`config.mk`:
```
export PLATFORM = sky130hd
export DESIGN_NAME = fetch_stage
export DESIGN_NICKNAME = d
export VERILOG_FILES = /design/src/rtl/mips_pkg.sv /design/src/rtl/if_id_reg.sv /design/src/rtl/fetch_stage.sv
export SDC_FILE = /design/constraint.sdc
export NUM_CORES = 1
export LEC_CHECK = 0
export ABC_AREA = 1
export CAP_MARGIN = 20
export CORE_ASPECT_RATIO = 1.25
export CORE_UTILIZATION = 40
export CTS_CLUSTER_DIAMETER = 120
export DETAILED_ROUTE_END_ITERATION = 7
export GPL_ROUTABILITY_DRIVEN = 1
export GPL_TIMING_DRIVEN = 0
export PLACE_DENSITY = 0.65
export SYNTH_ARGS = -nofsm -noshare
export SYNTH_HDL_FRONTEND = slang
export SYNTH_SLANG_ARGS = --single-unit
```
`constraint.sdc`:
```
create_clock -name clk -period 1.9 [get_ports clk]
set_input_delay 0.19 -clock clk [delete_from_list [all_inputs] [get_ports clk]]
set_output_delay 0.19 -clock clk [all_outputs]
set_load 0.05 [all_outputs]
```
`src/rtl/mips_pkg.sv`:
```
//------------------------------------------------------------------------------
// mips_pkg : shared types and constants for the MIPS pipeline stages
// Revision : 1.0
//------------------------------------------------------------------------------
`default_nettype none

package mips_pkg;

    localparam logic [31:0] RESET_PC_DEFAULT = 32'h0000_0000;
    localparam logic [31:0] NOP_INST         = 32'h0000_0000;
    localparam logic [31:0] PC_INC           = 32'd4;
    localparam int          IF_ID_W          = 65;

    typedef enum logic [1:0] {
        FETCH = 2'd0,
        HOLD  = 2'd1,
        DRAIN = 2'd2
    } fetch_state_t;

    typedef struct packed {
        logic        valid;
        logic [31:0] inst;
        logic [31:0] pc4;
    } if_id_t;

    function automatic logic [31:0] pc_plus4(input logic [31:0] pc);
        return pc + PC_INC;
    endfunction

endpackage

`default_nettype wire

```
`src/rtl/if_id_reg.sv`:
```
//------------------------------------------------------------------------------
// if_id_reg : generic pipeline register, load enable plus synchronous clear
// Revision  : 1.0
//------------------------------------------------------------------------------
`default_nettype none

module if_id_reg #(
    parameter int WIDTH = 65
) (
    input  logic             clk,
    input  logic             rst,
    input  logic             clr,
    input  logic             load,
    input  logic [WIDTH-1:0] d,
    output logic [WIDTH-1:0] q
);

    logic [WIDTH-1:0] data_q;
    logic [WIDTH-1:0] data_d;

    // Clear takes precedence so a squash is never overridden by a load.
    always_comb begin
        data_d = data_q;
        if (clr) begin
            data_d = '0;
        end else if (load) begin
            data_d = d;
        end
    end

    always_ff @(posedge clk) begin
        if (!rst) begin
            data_q <= '0;
        end else begin
            data_q <= data_d;
        end
    end

    assign q = data_q;

endmodule

`default_nettype wire

```
`src/rtl/fetch_stage.sv`:
```
//------------------------------------------------------------------------------
// fetch_stage : PC, valid/ready instruction fetch and IF/ID register
// Revision    : 1.0
//------------------------------------------------------------------------------
`default_nettype none

module fetch_stage
    import mips_pkg::*;
#(
    parameter logic [31:0] RESET_PC = RESET_PC_DEFAULT
) (
    input  logic        clk,
    input  logic        rst,
    input  logic        stall,
    input  logic        redirect_valid,
    input  logic [31:0] redirect_pc,
    output logic        imem_req,
    output logic [31:0] imem_addr,
    input  logic        imem_ready,
    input  logic [31:0] imem_rdata,
    output logic        if_id_valid,
    output logic [31:0] if_id_inst,
    output logic [31:0] if_id_pc4
);

    fetch_state_t state_q, state_d;
    logic [31:0]  pc_q, pc_d;
    logic [31:0]  tgt_q, tgt_d;
    logic [31:0]  buf_q, buf_d;
    logic [31:0]  pc_inc;

    logic         ifid_load;
    logic         ifid_clr;
    if_id_t       ifid_d;
    if_id_t       ifid_q;

    assign pc_inc = pc_plus4(pc_q);

    always_comb begin
        state_d        = state_q;
        pc_d           = pc_q;
        tgt_d          = tgt_q;
        buf_d          = buf_q;
        ifid_load      = 1'b0;
        ifid_clr       = 1'b0;
        ifid_d.valid   = 1'b1;
        ifid_d.inst    = imem_rdata;
        ifid_d.pc4     = pc_inc;

        case (state_q)
            FETCH: begin
                if (imem_ready) begin
                    if (redirect_valid) begin
                        pc_d     = redirect_pc;
                        ifid_clr = 1'b1;
                    end else if (!stall) begin
                        ifid_load = 1'b1;
                        pc_d      = pc_inc;
                    end else begin
                        buf_d   = imem_rdata;
                        state_d = HOLD;
                    end
                end else if (redirect_valid) begin
                    // Request still outstanding: remember target, finish the old access first.
                    tgt_d    = redirect_pc;
                    ifid_clr = 1'b1;
                    state_d  = DRAIN;
                end
            end
            HOLD: begin
                ifid_d.inst = buf_q;
                if (redirect_valid) begin
                    pc_d     = redirect_pc;
                    ifid_clr = 1'b1;
                    state_d  = FETCH;
                end else if (!stall) begin
                    ifid_load = 1'b1;
                    pc_d      = pc_inc;
                    state_d   = FETCH;
                end
            end
            DRAIN: begin
                if (redirect_valid) begin
                    tgt_d    = redirect_pc;
                    ifid_clr = 1'b1;
                end
                if (imem_ready) begin
                    pc_d    = redirect_valid ? redirect_pc : tgt_q;
                    state_d = FETCH;
                end
            end
            default: begin
                state_d = FETCH;
            end
        endcase
    end

    always_ff @(posedge clk) begin
        if (!rst) begin
            state_q <= FETCH;
            pc_q    <= RESET_PC;
            tgt_q   <= 32'h0;
            buf_q   <= NOP_INST;
        end else begin
            state_q <= state_d;
            pc_q    <= pc_d;
            tgt_q   <= tgt_d;
            buf_q   <= buf_d;
        end
    end

    if_id_reg #(
        .WIDTH (IF_ID_W)
    ) u_if_id_reg (
        .clk  (clk),
        .rst  (rst),
        .clr  (ifid_clr),
        .load (ifid_load),
        .d    (ifid_d),
        .q    (ifid_q)
    );

    assign imem_req    = rst && (state_q != HOLD);
    assign imem_addr   = pc_q;
    assign if_id_valid = ifid_q.valid;
    assign if_id_inst  = ifid_q.inst;
    assign if_id_pc4   = ifid_q.pc4;

endmodule

`default_nettype wire
```
* After elaboration in Yosys (flattened, before gate mapping)
Cells that the tools add are included.
** Word-level totals
- Flip-flop bits (word level) :: 163
- Bits of input ports :: 69
- Output and inout port bits :: 98
- Word-level logic and storage cells :: 51
** Operators by class
- $add $sub $neg :: 1
- Equality and inequality tests :: 10
- Muxes and demuxes :: 23
- Bitwise gates (word level) :: 2
- Reduce and logical (&&, ||, !) cells :: 10
** Operator list (count)
- 32-bit 2-to-1 mux :: 7
- 32-bit case mux with 3 select lines :: 1
- 32-bit case mux with 2 select lines :: 1
- 32-bit by 3-bit adder with 32-bit output (second input constant) :: 1
- 2-bit 2-to-1 mux :: 7
- 3-bit != test (second input constant) :: 4
- 2-bit != test (second input constant) :: 3
- 2-bit case mux with 3 select lines :: 1
- 1-bit 2-to-1 mux :: 5
- 5-bit AND reduction :: 1
- 4-bit AND reduction :: 1
- 3-bit AND reduction :: 1
- 3-bit nonzero test :: 1
- 3-bit OR reduction :: 1
- 2-bit by 1-bit equality test with 1-bit output (second input constant) :: 1
- 2-bit equality test (second input constant) :: 1
- 2-bit logical NOT :: 1
- 2-bit by 1-bit != test with 1-bit output (second input constant) :: 1
- 1-bit inverter :: 2
- 1-bit case mux with 2 select lines :: 1
- 2-bit AND reduction :: 1
- 2-bit nonzero test :: 1
- 2-bit OR reduction :: 1
- 1-bit logical AND :: 1

* Depth between registers and ports, before layout
Gate-level depths: netlist of the first run.
- Depth after elaboration :: 5
- Mapped depth :: 10

* Cells and area by module
From an unflattened synthesis of the first run, not the netlist that was laid out.
** Unflattened totals
- Cell total of the unflattened synthesis :: 1138
- Area total of the unflattened synthesis :: 7641.1 sq um
** By module, submodules not included
- fetch_stage :: instances 1, cells an instance 854, area an instance 5362.6 sq um
- if_id_reg :: instances 1, cells an instance 284, area an instance 2278.4 sq um

* Worst setup path before layout of the first run
Ideal clock, no wire load.
- Path kind :: flip-flop to flip-flop
- From :: register pc_q[2], in the netlist imem_addr[2]
- To :: register u_if_id_reg.data_q[26], in the netlist u_if_id_reg.q[26]
- Setup time :: 0.113 ns
- Arrival :: 1.844 ns
- Required time :: 1.787 ns
- Setup slack :: -0.057 ns
- Cell stages (with the launch flop) :: 11
- Cells stage by stage :: dfxtp_1 -> ha_1 -> nand2_1 -> nor2_1 -> nand2_1 -> nor2_1 -> nand2_1 -> nand2_1 -> nand2_1 -> o21ai_1 -> inv_1
** Between the ends
- Cells in the longest elaborated chain, start to end :: 1
** RTL lines
- start: declaration :: line fetch_stage.sv:27 : logic [31:0] pc_q, pc_d;
- start signal: assignment :: line fetch_stage.sv:106 : pc_q <= pc_d;
- 32-bit by 3-bit adder with 32-bit output :: line mips_pkg.sv:27 : return pc + PC_INC;
- end signal: assignment :: line if_id_reg.sv:35 : data_q <= data_d;
- end: declaration :: line if_id_reg.sv:18 : logic [WIDTH-1:0] data_q;
Every way passes these cells.
A chain may end at the register's enable or synchronous reset.

* Worst setup path after layout of the first run
- From :: register pc_q[3], in the netlist imem_addr[3]
- To :: output imem_addr[3]
** RTL lines
- end: declaration :: line fetch_stage.sv:18 : output logic [31:0] imem_addr,
No word-level cell between the ends.

==> flow_metrics.tcl, run 1 <==
set metrics [dict create \
    status "finished clean" \
    start_kind "flop" \
    die_w_um 124 \
    skew_ns 0.00867 \
    p_leak_uw 0.00428 \
    path_max_fanout 5 \
    antenna_found_initial 0 \
    cp_cell_sequence "clkdlybuf4s50_1" \
    final_hold_viol_count 0 \
    fin_nets 1338 \
    rows 55 \
    ys_seq_area_share_pct 43.9 \
    synth_most_common_cell "nand2_1" \
    cts_root_buf "clkbuf_16" \
    yosysUniqueCellTypes 30 \
    final_cells 1509 \
    synth_edf_count 0 \
    setup_viol 0 \
    crit_path_max_incr_delay_ns 0.86 \
    grt_pass1_vias 7377 \
    nFillCells 1836 \
    async_flop_share_pct 0 \
    cts_buffers 17 \
    clockBufferDepth 2 \
    syn-num-nets 1152 \
    final_area_mm2 0.0100 \
    dpl.hpwl_mm 17.8 \
    grt_max_degree 17 \
    grt_overflow 0 \
    slew_violations 0 \
    ant_nets 0 \
    core_area_mm2 0.0182 \
    yosysTopAreaCellShare_pct 43.9 \
    cpLargestDelayFamily "buffers and inverters" \
    dpl.cell_count 1476 \
    min_period_ns 1.85 \
    globalplace.congestion 0.927 \
    max_slew_margin_pct 58.1 \
    timing.fmax_mhz 540 \
    worst_hold_path_type "input port to flop" \
    drtPass1Iterations 5 \
    design.die.area_mm2 0.0192 \
    netlist_instances 1082 \
    cts_tree "built" \
    cts_max_level 4 \
    grt_usage_pct 25.5 \
    synth_area_mm2 0.00744 \
    drive_above_1_share_pct 6.79 \
    clk_pin_slew_ns 0.07 \
    areaGrowthSynthToFinish_pct 34.4 \
    port_buffers 166 \
    drt_iter0_markers 489 \
    yosysTopAreaCell "dfxtp_1" \
    tightest_slew_ns 0.628 \
    syn_avg_cell_area_um2 6.88 \
    drc 0 \
    place_area_mm2 0.00939 \
    drt_wl_total_mm 23.7 \
    crit_buf_inv 1 \
    ir_drop_uv 578 \
    initial_core_util_pct 41.0 \
    totalPowerFinal_uw 8940 \
    cp.arrival_ns 1.66 \
    vias_per_cell 5.16 \
    route.vias.total 7781 \
    drv_cap 0 \
    diodes 0 \
    power_density_mw_per_mm2 894 \
    grt_pass1_wl_mm 37.5 \
    synth.area.top_cells "dfxtp_1, o21ai_0, nand2_1" \
    die_h_um 154 \
    insertion_delay_ns 0.44 \
    ys_warn_count 0 \
    endpoint_kind "output pin" \
    synthFlopType "dfxtp_1" \
    finalCritPeriodShare_pct 97.4 \
    rsz0062_at_grt "yes" \
    wl_per_cell_um 15.7 \
    crit_type "flop to output pin" \
    ys_ff_latch 163 \
    synth_commonest_cells "nand2_1, nor2_1, o21ai_0, dfxtp_1, inv_1" \
    io_pins 167 \
    cp.required_ns 1.71 \
    critPathSlowestCell "clkdlybuf4s50_1" \
    cts_sinks 163 \
]
==> final timing paths <==
check             slack, ns  cells after the start              from                end
setup / recovery       0.05                      1      imem_addr[3]       imem_addr[3]
hold / removal         0.35                      3     imem_rdata[0]  u_if_id_reg.q[32]
setup reg to reg       0.07                      9        state_q[1]      imem_addr[25]
hold reg to reg        0.47                      2  u_if_id_reg.q[5]   u_if_id_reg.q[5]
==> state kept, by name (all words and copies together), names as in the netlist <==
| register | cells |
|---|---|
| u_if_id_reg.q | 65 |
| buf_q | 32 |
| imem_addr | 32 |
| tgt_q | 32 |
| state_q | 2 |
==> what timing repair did <==
| action | in CTS | in global routing |
|---|---|---|
| endpoints found under the setup margin | 21 | 101 |
| cloned | 0 | 0 |
| hold buffers | 0 | 0 |
| buffers inserted | 0 | 1 |
| endpoints found under the hold margin | 0 | 0 |
| pin swaps | 0 | 1 |
| gates resized for setup | 29 | 29 |
==> cell families (layout without fill, tap and decap cells) <==
group                    count (synthesis)  count (layout)  synth area share (%)
AO/OA/AOI/OAI                          310             310                  22.8
adder cells (fa/ha/maj)                  1               1                 0.168
flip-flops                             163             163                  43.9
XOR/XNOR                                15              15                  1.77
AND/OR/NAND/NOR                        458             458                  24.0
buffers and inverters                  135             334                  7.40
==> layer usage <==
metal | share of wire, % | global-route usage [%] | wire length [µm] | vias up
li1 | - | - | - | 3930
met1 | 42 | 30.4 | 9910 | 3566
met2 | 48 | 42.2 | 11300 | 230
met3 | 6.4 | 6.42 | 1510 | 55
met4 | 4.2 | 12.6 | 998 | 0
met5 | 0 | 0 | 0 | -
==> stage by stage <==
step                hold WS (ns)  utilization [%]  setup WS (ns)  TNS, ns
finish                     0.350             55.0         0.0486        0
global route               0.369             55.0        -0.0363  -0.0479
CTS                        0.347             54.6        0.00121        0
detailed placement         0.459             51.7         -0.402   -24.85
global placement           0.454             51.7         -0.382   -24.05
floorplan                  0.325                -          0.137        0
==> final cells by class <==
cell class | count | area (µm²) | area share, %
Tap cell | 228 | 285 | 2.85
Buffer | 68 | 313 | 3.13
Clock inverter | 13 | 98.8 | 0.988
Inverter | 67 | 251 | 2.51
Sequential cell | 163 | 3270 | 32.7
Clock buffer | 19 | 443 | 4.43
Multi-Input combinational cell | 784 | 3680 | 36.8
Timing Repair Buffer | 167 | 1670 | 16.7
==> where the power goes <==
group          internal, µW  total, µW  switching (µW)  leakage [µW]
combinational           603       1830            1230       0.00268
clock                  1730       3240            1510      0.000267
sequential             3660       3880             213       0.00134
==> cells in the final DEF (no fill, tap or decap), types with 4 or more instances in the layout <==
master	n
a21oi_1	49
a31oi_1	54
buf_2	23
buf_4	5
clkbuf_1	36
clkbuf_16	17
clkbuf_2	4
clkdlybuf4s50_1	134
clkinv_2	4
dfxtp_1	160
dlygate4sd2_1	20
dlymetal6s2s_1	11
inv_1	63
inv_6	5
nand2_1	237
nand3_1	9
nand3b_1	8
nor2_1	188
nor2_2	8
o21a_1	5
o21ai_0	178
o21ai_1	4
o31ai_1	15
xor2_1	11
No activity file was read; power rests on OpenSTA's default activity.
==> inputs of run 2 (changes only) <==
--- a/config.mk
+++ b/config.mk
@@ -6,7 +6,7 @@
 export NUM_CORES = 1
 export LEC_CHECK = 0
 export ABC_AREA = 1
-export CAP_MARGIN = 20
+export CAP_MARGIN = 0
 export CORE_ASPECT_RATIO = 1.25
 export CORE_UTILIZATION = 40
 export CTS_CLUSTER_DIAMETER = 120
==> results of run 2 <==
Same layout as run 1: the final DEF is identical, and so are final timing and power.
==> inputs of run 3 (changes only) <==
--- a/config.mk
+++ b/config.mk
@@ -5,7 +5,6 @@
 export SDC_FILE = /design/constraint.sdc
 export NUM_CORES = 1
 export LEC_CHECK = 0
-export ABC_AREA = 1
 export CAP_MARGIN = 0
 export CORE_ASPECT_RATIO = 1.25
 export CORE_UTILIZATION = 40
==> run 3 against run 2 <==
  * Via count down 8.2%
  * Die area down 2.0%
  * Maximum frequency is 1.2% lower
  * Worst hold slack lost 0.064 ns
  * Final area is 1.8% higher
  * Flip-flop and latch count unchanged
==> flow_metrics.tcl, run 3 <==
set metrics [dict create \
    ys_warn_count 0 \
    synth_edf_count 0 \
    tns_ns 0 \
    clk_pin_slew_ns 0.07 \
    largest_reg_flops 65 \
    final_hold_viol_count 0 \
    skew_ns 0.0114 \
    dpl.hpwl_mm 16.8 \
    rows 54 \
    p_leak_uw 0.00394 \
    route.vias.total 7146 \
    dp_slack_ns -1.10 \
    timing.fmax_mhz 533 \
    die_h_um 153 \
    initial_core_util_pct 41.3 \
    yosysTopAreaCell "dfxtp_1" \
    finalCritPeriodShare_pct 98.7 \
    die_w_um 123 \
    grt_overflow 0 \
    rsz0062_at_grt "yes" \
    grt_max_degree 17 \
    synth.area.top_cells "dfxtp_1, nand2_1, a21oi_1" \
    path_max_fanout 8 \
    layout_setup_ws_ns 0.0254 \
    design.die.area_mm2 0.0188 \
    synthAdderAreaFrac_pct 0.172 \
    antenna_found_initial 0 \
    ys_ff_latch 163 \
    status "finished clean" \
    port_buffers 163 \
    cp.arrival_ns 2.23 \
    nFillCells 1636 \
    drive_above_1_share_pct 12.1 \
    power_density_mw_per_mm2 840 \
    max_slew_margin_pct 48.6 \
    core_area_mm2 0.0176 \
    synth-compound-area-share_pct 21.5 \
    cts_root_buf "clkbuf_16" \
    cts_tree "built" \
    cp_cell_sequence "ha_4 -> inv_1 -> nor4_4 -> buf_4 -> nand3_4 -> or3_1 -> a31oi_1" \
    fin_nets 1161 \
    synthFlopType "dfxtp_1" \
    synthXorXnorAreaFrac_pct 3.49 \
    wl_per_cell_um 17.4 \
    totalPowerFinal_uw 8550 \
    grt_usage_pct 24.7 \
    yosysTopAreaCellShare_pct 44.8 \
    worst_hold_path_type "input port to flop" \
    rr_worst_depth 7 \
    grt_pass1_wl_mm 35.7 \
    endpoint_kind "flop" \
    syn-num-nets 969 \
    synth_area_mm2 0.00729 \
    vias_per_cell 5.38 \
    synth_mux_area_share_pct 4.53 \
    syn_avg_cell_area_um2 8.11 \
    hold-path-cell-count 2 \
    io_pins 167 \
    drc 0 \
    netlist_instances 899 \
    insertion_delay_ns 0.44 \
    drt_iter0_markers 750 \
    cp.required_ns 2.26 \
    yosysUniqueCellTypes 51 \
    synth_top_family_by_area "compound AO/OA/AOI/OAI gates" \
    drv_cap 0 \
    synthSimpleGateAreaFrac_pct 21.0 \
    globalplace.congestion 0.856 \
    synth_most_common_cell "nand2_1" \
    clockBufferDepth 2 \
    synth_commonest_cells "nand2_1, dfxtp_1, a21oi_1, nor2_1, clkbuf_1" \
    layout_commonest_cell "nand2_1" \
    areaGrowthSynthToFinish_pct 39.7 \
    crit_path_max_incr_delay_ns 0.41 \
    hold_buffers 0 \
    most-common-layout-cells "nand2_1, clkdlybuf4s50_1, dfxtp_1, a21oi_1, nor2_1" \
    async_flop_share_pct 0 \
    min_period_ns 1.87 \
    start_kind "flop" \
    slew_violations 0 \
    cts_sinks 163 \
    ant_nets 0 \
    critPathSlowestCell "dfxtp_4" \
    diodes 0 \
    drtPass1Iterations 5 \
    tightest_slew_ns 0.771 \
    ir_drop_uv 610 \
    ys_seq_area_share_pct 44.8 \
    drt_wl_total_mm 23.1 \
    grt_pass1_vias 6503 \
    cts_buffers 17 \
    crit_type "flop to flop" \
    cts_max_level 4 \
    setup_viol 0 \
]
==> run 3: changes by cell type after synthesis, moves of 16 or more <==
cell      before  now
a31oi_1       54    4
a21oi_1       49  118
nand3_1        9   25
nand2_1      237  182
a211oi_1       0   42
nor2_1       194   61
o21ai_0      178   44
mux2i_1        0   33
clkbuf_1      40   57
inv_1         63    4
==> run 3: kinds of logic (layout without fill, tap and decap cells) <==
family,count (synthesis),after routing
muxes,33,33
DFF,163,163
buffers and inverters,83,288
and+or+nand+nor,334,334
AOI/OAI and AO/OA,256,256
adders and majority gates,1,1
xor gates and xnor gates,29,29
==> run 3: metrics by stage <==
stage,hold slack (ns),util [%],instance area [µm²],cells
after floorplan,0.269,-,7350,899
after global placement,0.437,52.5,9260,1286
after detailed placement,0.444,52.5,9260,1286
after CTS,0.240,56.9,10000,1324
after global routing,0.301,57.7,10200,1328
final,0.286,57.7,10200,1328
==> run 3: layout make-up <==
class	count	area (µm²)	share of cell area, %
multi-input cells	653	3870	38.1
clock buffers	18	439	4.31
flip-flops and latches	163	3300	32.5
repair buffers	178	1750	17.2
well taps	224	280	2.75
inverters	5	18.8	0.184
clock inverters	14	151	1.49
plain buffers	73	362	3.55
==> run 3: worst max-delay path: cells and delay by family, from the launching register on <==
kind                       cells  cell delay, ns
adders and majority gates      1            0.18
buffers and inverters          2            0.32
DFF                            1            0.41
AOI/OAI and AO/OA              1            0.15
and+or+nand+nor                3            0.74
==> run 3: path summary, 6_finish.rpt <==
path           startpoint            end  slack (ns)
max          imem_addr[2]  imem_addr[24]        0.03
min                 stall     state_q[0]        0.29
min reg2reg     tgt_q[13]      tgt_q[13]        0.45
max reg2reg  imem_addr[2]  imem_addr[24]        0.03
==> run 3: layer usage <==
| layer | share of wire, % | vias up | GRT usage (%) |
|---|---|---|---|
| li1 | - | 3566 | - |
| met1 | 45 | 3299 | 31.5 |
| met2 | 48 | 248 | 41.1 |
| met3 | 5.2 | 33 | 4.55 |
| met4 | 2.1 | 0 | 8.59 |
| met5 | 0 | - | 0 |
==> run 3: power breakdown <==
group          internal (µW)  switching [µW]  leakage [µW]  total, µW
Clock                   1980            1490      0.000281       3480
Combinational            508             858       0.00232       1370
Sequential              3560             143       0.00134       3710
==> run 3: repair_timing <==
| action | 4_1_cts | 5_1_grt |
|---|---|---|
| buffers inserted | 7 | 6 |
| pin swaps | 4 | 10 |
| setup endpoints to repair | 167 | 111 |
| resized for setup | 56 | 52 |
| cloned | 1 | 1 |
